===== src/rtl/hb_task_pkg.sv =====
// rtl/hb_task_pkg.sv - shared types and helpers for the hb task scheduler
package hb_task_pkg;

   localparam int TASK_W_DEF = 32;

   typedef enum logic [1:0] {
      IDLE  = 2'd0,
      SETUP = 2'd1,
      ISSUE = 2'd2
   } sched_state_e;

   // Counter must represent 0..credits inclusive.
   function automatic int credit_w(input int credits);
      return (credits < 1) ? 1 : $clog2(credits + 1);
   endfunction

endpackage


===== src/rtl/hb_rr_arbiter.sv =====
// rtl/hb_rr_arbiter.sv - combinational rotate-priority pick starting at rr_ptr
module hb_rr_arbiter #(
   parameter int NUM_REQ = 4
) (
   input  logic [NUM_REQ-1:0]         eligible,
   input  logic [$clog2(NUM_REQ)-1:0] rr_ptr,
   output logic [NUM_REQ-1:0]         grant_onehot,
   output logic [$clog2(NUM_REQ)-1:0] grant_idx,
   output logic                       any_grant
);
   localparam int IDX_W = $clog2(NUM_REQ);

   logic [IDX_W:0]   sum;
   logic [IDX_W-1:0] idx;

   always_comb begin
      grant_onehot = '0;
      grant_idx    = '0;
      any_grant    = 1'b0;
      sum          = '0;
      idx          = '0;
      for (int k = 0; k < NUM_REQ; k++) begin
         // One extra bit keeps the wrap correct for non-power-of-two NUM_REQ.
         sum = {1'b0, rr_ptr} + (IDX_W+1)'(k);
         if (sum >= (IDX_W+1)'(NUM_REQ)) sum = sum - (IDX_W+1)'(NUM_REQ);
         idx = sum[IDX_W-1:0];
         if (!any_grant && eligible[idx]) begin
            any_grant         = 1'b1;
            grant_idx         = idx;
            grant_onehot[idx] = 1'b1;
         end
      end
   end

endmodule


===== src/rtl/hb_task_scheduler.sv =====
// rtl/hb_task_scheduler.sv - round-robin, credit-gated task issue onto one hb distributor
module hb_task_scheduler
   import hb_task_pkg::*;
#(
   parameter int NUM_REQ = 4,
   parameter int TASK_W  = TASK_W_DEF,
   parameter int CREDITS = 1,
   parameter int CNT_W   = 16
) (
   input  logic                        clk,
   input  logic                        reset,
   input  logic [NUM_REQ-1:0]          req_valid,
   input  logic [NUM_REQ*TASK_W-1:0]   req_data,
   output logic [NUM_REQ-1:0]          req_ready,
   input  logic [NUM_REQ-1:0]          req_enable,
   output logic                        dist_valid,
   output logic [TASK_W-1:0]           dist_data,
   input  logic                        credit_return,
   output logic [$clog2(NUM_REQ)-1:0]  grant_id,
   output logic                        busy,
   output logic [CNT_W-1:0]            issued_cnt,
   output logic                        err_credit
);
   localparam int IDX_W  = $clog2(NUM_REQ);
   localparam int CRED_W = credit_w(CREDITS);

   sched_state_e      state_q, state_d;
   logic [CRED_W-1:0] credits_q, credits_d;
   logic [IDX_W-1:0]  rr_ptr_q, rr_ptr_d;
   logic [IDX_W-1:0]  grant_id_q, grant_id_d;
   logic [TASK_W-1:0] hold_q, hold_d;
   logic [CNT_W-1:0]  issued_cnt_q, issued_cnt_d;
   logic              err_credit_q, err_credit_d;

   logic [NUM_REQ-1:0] eligible;
   logic [NUM_REQ-1:0] arb_onehot;
   logic [IDX_W-1:0]   arb_idx;
   logic               arb_any;
   logic               issue;
   logic               can_grant;

   assign eligible  = req_valid & req_enable;
   assign issue     = (state_q == ISSUE);
   assign can_grant = (state_q == IDLE) && (credits_q != '0) && arb_any;

   hb_rr_arbiter #(.NUM_REQ(NUM_REQ)) u_arb (
      .eligible     (eligible),
      .rr_ptr       (rr_ptr_q),
      .grant_onehot (arb_onehot),
      .grant_idx    (arb_idx),
      .any_grant    (arb_any)
   );

   always_comb begin
      state_d      = state_q;
      credits_d    = credits_q;
      rr_ptr_d     = rr_ptr_q;
      grant_id_d   = grant_id_q;
      hold_d       = hold_q;
      issued_cnt_d = issued_cnt_q;
      err_credit_d = err_credit_q;
      req_ready    = '0;

      case (state_q)
         IDLE: begin
            if (can_grant) begin
               req_ready  = arb_onehot;
               hold_d     = req_data[int'(arb_idx)*TASK_W +: TASK_W];
               grant_id_d = arb_idx;
               state_d    = SETUP;
            end
         end
         SETUP: state_d = ISSUE;
         ISSUE: begin
            rr_ptr_d     = (grant_id_q == IDX_W'(NUM_REQ-1)) ? '0 : grant_id_q + IDX_W'(1);
            issued_cnt_d = issued_cnt_q + CNT_W'(1);
            state_d      = IDLE;
         end
         default: state_d = IDLE;
      endcase

      // A return coinciding with an issue cancels out, so it can never overflow.
      if (issue && !credit_return) begin
         credits_d = credits_q - CRED_W'(1);
      end else if (credit_return && !issue) begin
         if (credits_q == CRED_W'(CREDITS)) err_credit_d = 1'b1;
         else                               credits_d    = credits_q + CRED_W'(1);
      end
   end

   always_ff @(posedge clk) begin
      if (reset) begin
         state_q      <= IDLE;
         credits_q    <= CRED_W'(CREDITS);
         rr_ptr_q     <= '0;
         grant_id_q   <= '0;
         hold_q       <= '0;
         issued_cnt_q <= '0;
         err_credit_q <= 1'b0;
      end else begin
         state_q      <= state_d;
         credits_q    <= credits_d;
         rr_ptr_q     <= rr_ptr_d;
         grant_id_q   <= grant_id_d;
         hold_q       <= hold_d;
         issued_cnt_q <= issued_cnt_d;
         err_credit_q <= err_credit_d;
      end
   end

   assign dist_valid = issue;
   assign dist_data  = hold_q;
   assign grant_id   = grant_id_q;
   assign busy       = (state_q != IDLE);
   assign issued_cnt = issued_cnt_q;
   assign err_credit = err_credit_q;

endmodule


===== config.mk =====
export PLATFORM = sky130hd
export DESIGN_NAME = hb_task_scheduler
export DESIGN_NICKNAME = d
export VERILOG_FILES = /design/src/rtl/hb_task_pkg.sv /design/src/rtl/hb_rr_arbiter.sv /design/src/rtl/hb_task_scheduler.sv
export SDC_FILE = /design/constraint.sdc
export NUM_CORES = 1
export LEC_CHECK = 0
export CAP_MARGIN = 20
export CORE_MARGIN = 4
export CORE_UTILIZATION = 40
export DETAILED_ROUTE_END_ITERATION = 6
export GPL_TIMING_DRIVEN = 0
export PLACE_DENSITY = 0.87
export SKIP_LAST_GASP = 1
export SYNTH_ARGS = -nofsm -noshare
export SYNTH_HDL_FRONTEND = slang
export SYNTH_SLANG_ARGS = --single-unit

===== constraint.sdc =====
create_clock -name clk -period 5 [get_ports clk]
set_input_delay 1 -clock clk [delete_from_list [all_inputs] [get_ports clk]]
set_output_delay 1 -clock clk [all_outputs]
set_load 0.02 [all_outputs]

**Yosys cells after proc, flatten, opt, wreduce, memory -nomap -nowiden**

Cells that the tools add are included.

- Output and inout bits: 57
- Input port bits: 139
- Logic and storage cells: 101
- Bits in registers: 56

- Magnitude comparators: 12
- Add/sub/neg operators: 11
- Shift-type cells: 1
- Reduce and logical (&&, ||, !) cells: 21
- Bitwise gates (word level): 5
- Muxes and demuxes: 40
- Eq/ne operators: 4

Operators by type and width:

| operator | number |
|---|---|
| $shiftx 128x8->32 | 1 |
| $mux 4 | 6 |
| $mux 2 | 10 |
| $add 16x1->16 const B | 1 |
| $mux 1 | 15 |
| $lt 2x3->1 const B | 4 |
| $or 4x4->4 | 3 |
| $logic_and 1x1->1 | 11 |
| $ge 3x3->1 const B | 3 |
| $bmux 1 s2 | 4 |
| $demux 1 s2 | 4 |
| $ge 2x1->1 const B | 4 |
| $sub 2x1->2 const B | 4 |
| $add 2x2->3 const B | 2 |
| $logic_not 1->1 | 5 |
| $and 4x4->4 | 1 |
| $eq 2x2->1 const B | 2 |
| $pmux 2 s2 | 1 |
| $reduce_bool 2->1 | 2 |
| $add 2x1->3 const B | 1 |
| $ge 2x3->1 const B | 1 |
| $reduce_and 3->1 | 1 |
| $add 2x1->2 const B | 1 |
| $eq 2x1->1 const B | 1 |
| other kinds (6) | 6 |

**Depth between registers and ports, before layout**

Gate-level depths: netlist (run 1).

- Word-level depth: 17
- Mapped depth: 15

**Cells and area by module**

Synthesis (run 1) repeated with hierarchy kept, for this count alone.

- Cells, all modules: 354
- Area, all modules: 3365.7 µm²

Modules (own cells, without submodules):

| module | area an instance (µm²) | cells an instance | instances |
|---|---|---|---|
| hb_task_scheduler | 2946.6 | 309 | 1 |
| hb_rr_arbiter | 419.2 | 45 | 1 |

**Least setup slack after synthesis (run 1)**

Ideal clock, no wire load.

- Path type: reg2out
- From: register rr_ptr_q[0]
- To: output req_ready[1]
- Stages on the path, launching flop included: 15
- Slack: 0.257 ns
- Arrival time: 3.743 ns
- Path buffers: 6
- Data required time: 4.000 ns
- Cell sequence: dfxtp_1 buf_2 inv_2 buf_1 clkbuf_1 ha_1 clkbuf_1 or3_1 a2111oi_4 nor2_1 buf_2 buf_4 inv_2 nand2_1 a21oi_1

- Word-level cells in the longest chain between the ends: 17
- Elaborated cells between the ends (all ways): 63
- Classes of those cells: add/sub: 7; order compare: 12; mux: 30; bitwise: 3; reduce/logical: 11

RTL lines:

| item | line | source |
|---|---|---|
| start: declaration | hb_task_scheduler.sv:29 | `logic [IDX_W-1:0] rr_ptr_q, rr_ptr_d;` |
| start signal: assignment | hb_task_scheduler.sv:103 | `rr_ptr_q <= rr_ptr_d;` |
| branches (longest 15 deep; another with $add 2x1->3) | -- |  |
| $mux 4 * | hb_task_scheduler.sv:66 | `if (can_grant) begin` |
| $mux 4 * | hb_task_scheduler.sv:64 | `case (state_q)` |
| end: declaration | hb_task_scheduler.sv:14 | `output logic [NUM_REQ-1:0] req_ready,` |

Every way passes the cells marked *. The select of a mux whose other input is x is not followed.

**Worst setup path in the final report (run 1)**

- From: register rr_ptr_q[0]
- To: output req_ready[0]

The elaborated chain is that of the path after synthesis.

==> results of run 1 <==
==> worst paths after layout <==
check | start | to | slack [ps]
setup / recovery | rr_ptr_q[0] | req_ready[0] | 160
hold / removal | state_q[1] | state_q[1] | 460
setup reg to reg | rr_ptr_q[0] | dist_data[12] | 1030
hold reg to reg | state_q[1] | state_q[1] | 460
==> stage by stage <==
step,util,setup WS [ps]
after floorplan,-,257
after global placement,0.598,-858
after detailed placement,0.598,-898
after CTS,0.613,23.1
after global routing,0.620,-11.3
final,0.620,158
==> final cells by class <==
type                       instances  area, um^2  share of cell area
clock inverter                     3        26.3             0.00370
multi-input combinational        468        3290               0.462
timing repair buffer             206        2040               0.287
sequential                        56        1120               0.158
inverter                          34         128              0.0179
clock buffer                       5         125              0.0176
buffer                            44         204              0.0287
tap                              143         179              0.0252
==> synthesized netlist by cell type, drive strengths merged (4+ instances only) <==
cell type  count  area (um^2)
nand3         39          195
o211a          6         60.1
mux2i         78          781
a2bb2oi       15          131
and3           5         31.3
o211ai        41          308
nand2b        15         93.8
a31oi         15         93.8
clkbuf        31          116
xor2           9         78.8
a222oi         4         40.0
or3            4         25.0
inv           34          128
dfxtp         56         1120
o2111a        12          135
nor3          20          111
nand2         38          145
a2111oi        7         87.6
ha            12          150
o21ai         37          185
buf           15         85.1
and2          13         81.3
nor2          54          203
a21oi         18         90.1
==> cells by family after synthesis <==
logic type | after synthesis | synth area share
xor gates and xnor gates | 12 | 0.0222
AOI/OAI and AO/OA | 170 | 0.267
adders and majority gates | 12 | 0.0318
muxes | 80 | 0.175
and+or+nand+nor | 194 | 0.198
DFF | 56 | 0.237
buffers and inverters | 80 | 0.0696
==> routing by layer <==
metal / vias to the layer above / global-route usage
li1: 2648 / -
met1: 2492 / 0.295
met2: 253 / 0.405
met3: 23 / 0.0746
met4: 0 / 0.0566
met5: - / 0
==> power groups by stage <==
stage	combinational [mW]	clock, mW	sequential (mW)
6_report	0.752	0.376	0.523
5_1_grt	0.812	0.398	0.529
4_1_cts	0.742	0.385	0.524
3_5_place_dp	0.739	0	0.534
3_3_place_gp	0.727	0	0.532
2_1_floorplan	0.363	0	0.586
==> registers in the layout, summed over array words and instances (netlist names) <==
register	flops
dist_data	32
issued_cnt	16
grant_id	2
rr_ptr_q	2
state_q	2
credits_q	1
err_credit	1
==> what timing repair did <==
action / CTS / global route
setup endpoints to repair: 4 / 4
buffers inserted: 1 / 10
cloned: 0 / 0
gates resized for setup: 18 / 4
pin swaps: 1 / 1
==> results_dict.tcl, run 1 <==
set metrics [dict create \
    met1Wirelength_mm 7.14 \
    clock_sinks 56 \
    grt_pass1_wl_mm 26.1 \
    layout.nets 966 \
    diodes 0 \
    switching_power_mw 0.598 \
    peakVddDrop_mv 0.181 \
    synth_enable_flop_cells 0 \
    layout-drive-gt1-share 0.0600 \
    cts_hold_buf 0 \
    swShare 0.362 \
    cts_root_buffer "clkbuf_16" \
    netlist_instances 604 \
    cts_tree "done" \
    area_growth_pct 50.5 \
    r2r_cells 15 \
    postLayoutCellArea_mm2 0.00711 \
    fp.dieW_um 117 \
    via_per_inst 5.65 \
    critical_path_class "reg -> out" \
    finalNonFillerCells 959 \
    synth.avg_cell_area_um2 7.82 \
    power.total_mw 1.65 \
    dieArea_mm2 0.0136 \
    fillers 1028 \
    final_common_cell "clkdlybuf4s50_1" \
    clk_pin_slew_ps 80 \
    dr_wl_met2_mm 8.10 \
    cp_slowest_cell "or3_1" \
    seqPwrFrac 0.317 \
    top_layer_used "met4" \
    coreArea_mm2 0.0115 \
    hold_path.class "reg -> reg" \
    start_util 0.412 \
    period_minus_slack_ps 4840 \
    clock.fmax_mhz 207 \
    combPwrFrac 0.455 \
    intPower_mw 1.05 \
    leakage_nw 2.97 \
    hold_path_depth 1 \
    dp_cells 942 \
    drv_cap 0 \
    final_cell_mix "clkdlybuf4s50_1 (191), mux2i_1 (78), dfxtp_1 (56), nor2_1 (53), o211ai_1 (41)" \
    setup_viol 0 \
    hold-worst-slack_ps 457 \
    maxSlewHeadroom 0.466 \
    setup_tns_ps 0 \
    num_vias 5416 \
    htreeDepth 2 \
    crit_arrival_ps 3840 \
    overflow 0 \
    ios 196 \
    synth.net_count 755 \
    syn_area_mm2 0.00472 \
    crit_path_max_incr_delay_ps 450 \
    dp_hpwl_mm 13.3 \
    dr.pass1.iters 5 \
    p_clk_frac 0.228 \
    drtIter0Drc 354 \
    grt_antenna_before_repair 0 \
    cp_num_cells 14 \
    finalWirelength_mm 17.2 \
    finalMaxSlewViolations 0 \
    crit_path_end_kind "output port" \
    post-route-period-util 0.968 \
    p_per_area_mw_per_mm2 232 \
    synthFlopType "dfxtp_1" \
    path_cells "clkbuf_4, inv_2, clkbuf_4, buf_4, ha_1, clkbuf_1, or3_1, a2111oi_4, nor2_4, buf_4, inv_2, nand2_1, a21oi_1, clkdlybuf4s15_2" \
    synth-seq-cells 56 \
    grt_pass1_vias 5196 \
    place_area_mm2 0.00686 \
    hold_viol_final 0 \
    io_buffer_count 195 \
    cp_num_buf_inv 8 \
    crit_required_ps 4000 \
    seq_area_frac_synth 0.237 \
    die_y_um 117 \
    drt.antenna.violating_nets 0 \
    clock_path_buffers 2 \
    grt_max_degree 20 \
    drcViolationCount 0 \
    rows 39 \
    cts_buffers 5 \
    routabilityCongestion 0.898 \
    tightest_slew_ps 795 \
    grt_use_total 0.238 \
    async_flop_share 0 \
    yosys_warnings 0 \
    clock_latency_ps 300 \
    route.met3.wl_mm 1.71 \
    ys_types 50 \
    cp_max_fo 13 \
    wire_per_inst_um 17.9 \
    status "completed" \
    worstSetupStartpointType "flip-flop" \
    fin_worst_skew_ps 8.94 \
    crit_family "buffers and inverters" \
]
(Power assumes the default switching activity.)
==> inputs of run 2 (changes only) <==
Settings changed: CAP_MARGIN 20 to 10, RECOVER_POWER from default to 25.
==> run 2 against run 1 <==
Against the previous run:
- flip-flop and latch count is the same
- global-route usage is the same
- design area is essentially flat
- setup slack is essentially flat
- cell count grew 0.21%
- hold slack gained 3.7 ps
- critical path type unchanged
==> results_dict.tcl, run 2 (synthesized netlist as in run 1, its figures left out) <==
set metrics [dict create \
    status "completed" \
    grt_pass1_vias 5196 \
    io_buffer_count 195 \
    drv_cap 0 \
    layout-drive-gt1-share 0.0600 \
    period_minus_slack_ps 4840 \
    worstSetupStartpointType "flip-flop" \
    critical_path_class "reg -> out" \
    postLayoutCellArea_mm2 0.00712 \
    dieArea_mm2 0.0136 \
    power.total_mw 1.64 \
    fin_worst_skew_ps 7.24 \
    htreeDepth 2 \
    overflow 0 \
    setup_tns_ps 0 \
    num_vias 5416 \
    ios 196 \
    drt.antenna.violating_nets 0 \
    leakage_nw 3.03 \
    die_y_um 117 \
    use_met1 0.295 \
    final_cell_mix "clkdlybuf4s50_1 (166), mux2i_1 (78), dfxtp_1 (56), nor2_1 (53), o211ai_1 (41)" \
    clock_path_buffers 2 \
    met3_usage 0.0746 \
    grt_pass1_wl_mm 26.1 \
    cts_tree "done" \
    peakVddDrop_mv 0.180 \
    drcViolationCount 0 \
    crit_required_ps 4000 \
    rows 39 \
    p_per_area_mw_per_mm2 230 \
    clk_pin_slew_ps 80 \
    cts_root_buffer "clkbuf_16" \
    tightest_slew_ps 777 \
    maxSlewHeadroom 0.478 \
    grt_max_degree 20 \
    wire_per_inst_um 17.8 \
    grt.busiest_layer "met2" \
    area_growth_pct 50.6 \
    crit_path_end_kind "output port" \
    clock_latency_ps 300 \
    hold_viol_final 0 \
    start_util 0.412 \
    crit_arrival_ps 3840 \
    drtIter0Drc 356 \
    layout.nets 966 \
    cts_buffers 5 \
    setup_viol 0 \
    largest_reg_flops 32 \
    clock.fmax_mhz 207 \
    finalNonFillerCells 961 \
    finalMaxSlewViolations 0 \
    dp_cells 942 \
    hold_path.class "reg -> reg" \
    clock_sinks 56 \
    dp_hpwl_mm 13.3 \
    dr.pass1.iters 6 \
    fp.dieW_um 117 \
    coreArea_mm2 0.0115 \
    place_area_mm2 0.00686 \
    cp_max_fo 13 \
    via_per_inst 5.64 \
    grt_antenna_before_repair 1 \
    final_common_cell "clkdlybuf4s50_1" \
    finalWirelength_mm 17.1 \
    grt_util_met2 0.405 \
    routabilityCongestion 0.898 \
    grt_use_total 0.238 \
    cts_hold_buf 0 \
    post-route-period-util 0.968 \
]
## run 2: changes by cell type in the layout (fill, tap and decap cells not counted)
cell | before | now
clkdlybuf4s50_1 | 191 | 166
dlygate4sd3_1 | 0 | 25
diode_2 | 0 | 2
## run 2: repair_timing
item / 4_1_cts / 5_1_grt
pin swaps: 1 / 1
resized for setup: 18 / 4
setup buffers: 1 / 10
endpoints found under the setup margin: 4 / 4
## run 2: final cells by class
cell class | count | area (um^2)
Antenna cell | 2 | 5.00
Buffer | 44 | 204
Clock buffer | 5 | 125
Clock inverter | 3 | 26.3
Fill cell | 1027 | 4350
Inverter | 34 | 128
Multi-Input combinational cell | 468 | 3290
Sequential cell | 56 | 1120
Tap cell | 143 | 179
Timing Repair Buffer | 206 | 2040
## run 2: report_power, final
group | total [mW] | switching [mW] | internal [mW]
Sequential | 0.522 | 0.0273 | 0.495
Clock | 0.375 | 0.184 | 0.191
Combinational | 0.740 | 0.383 | 0.356
Total | 1.64 | 0.594 | 1.04
## run 2: path summary, 6_finish.rpt
path,start,to,slack [ps],cells past startpoint
max reg2reg,rr_ptr_q[0],dist_data[23],1040,14
min,state_q[1],state_q[1],460,1
max,rr_ptr_q[0],req_ready[0],160,14
min reg2reg,state_q[1],state_q[1],460,1
## run 2: through the flow
step	util	setup WS, ps	hold WS, ps
final	0.621	158	461
after global routing	0.620	-11.3	486
after CTS	0.613	23.1	457
after detailed placement	0.598	-898	445
after global placement	0.598	-858	434
after floorplan	-	257	423
## run 2: critical path, cell delays in order, from the launching register on
cell             delay [ps]
dfxtp_1                 420
clkbuf_4                240
inv_2                    80
clkbuf_4                210
buf_4                   220
ha_1                    310
clkbuf_1                210
or3_1                   450
a2111oi_4               410
nor2_4                  150
buf_4                   230
inv_2                   100
nand2_1                  60
a21oi_1                 170
clkdlybuf4s15_2         290
## run 2: metal layers
layer	part of all wire	vias to the layer above
met2	0.47	237
met1	0.42	2504
met3	0.10	18
met4	0.013	0
li1	-	2657
met5	0	-
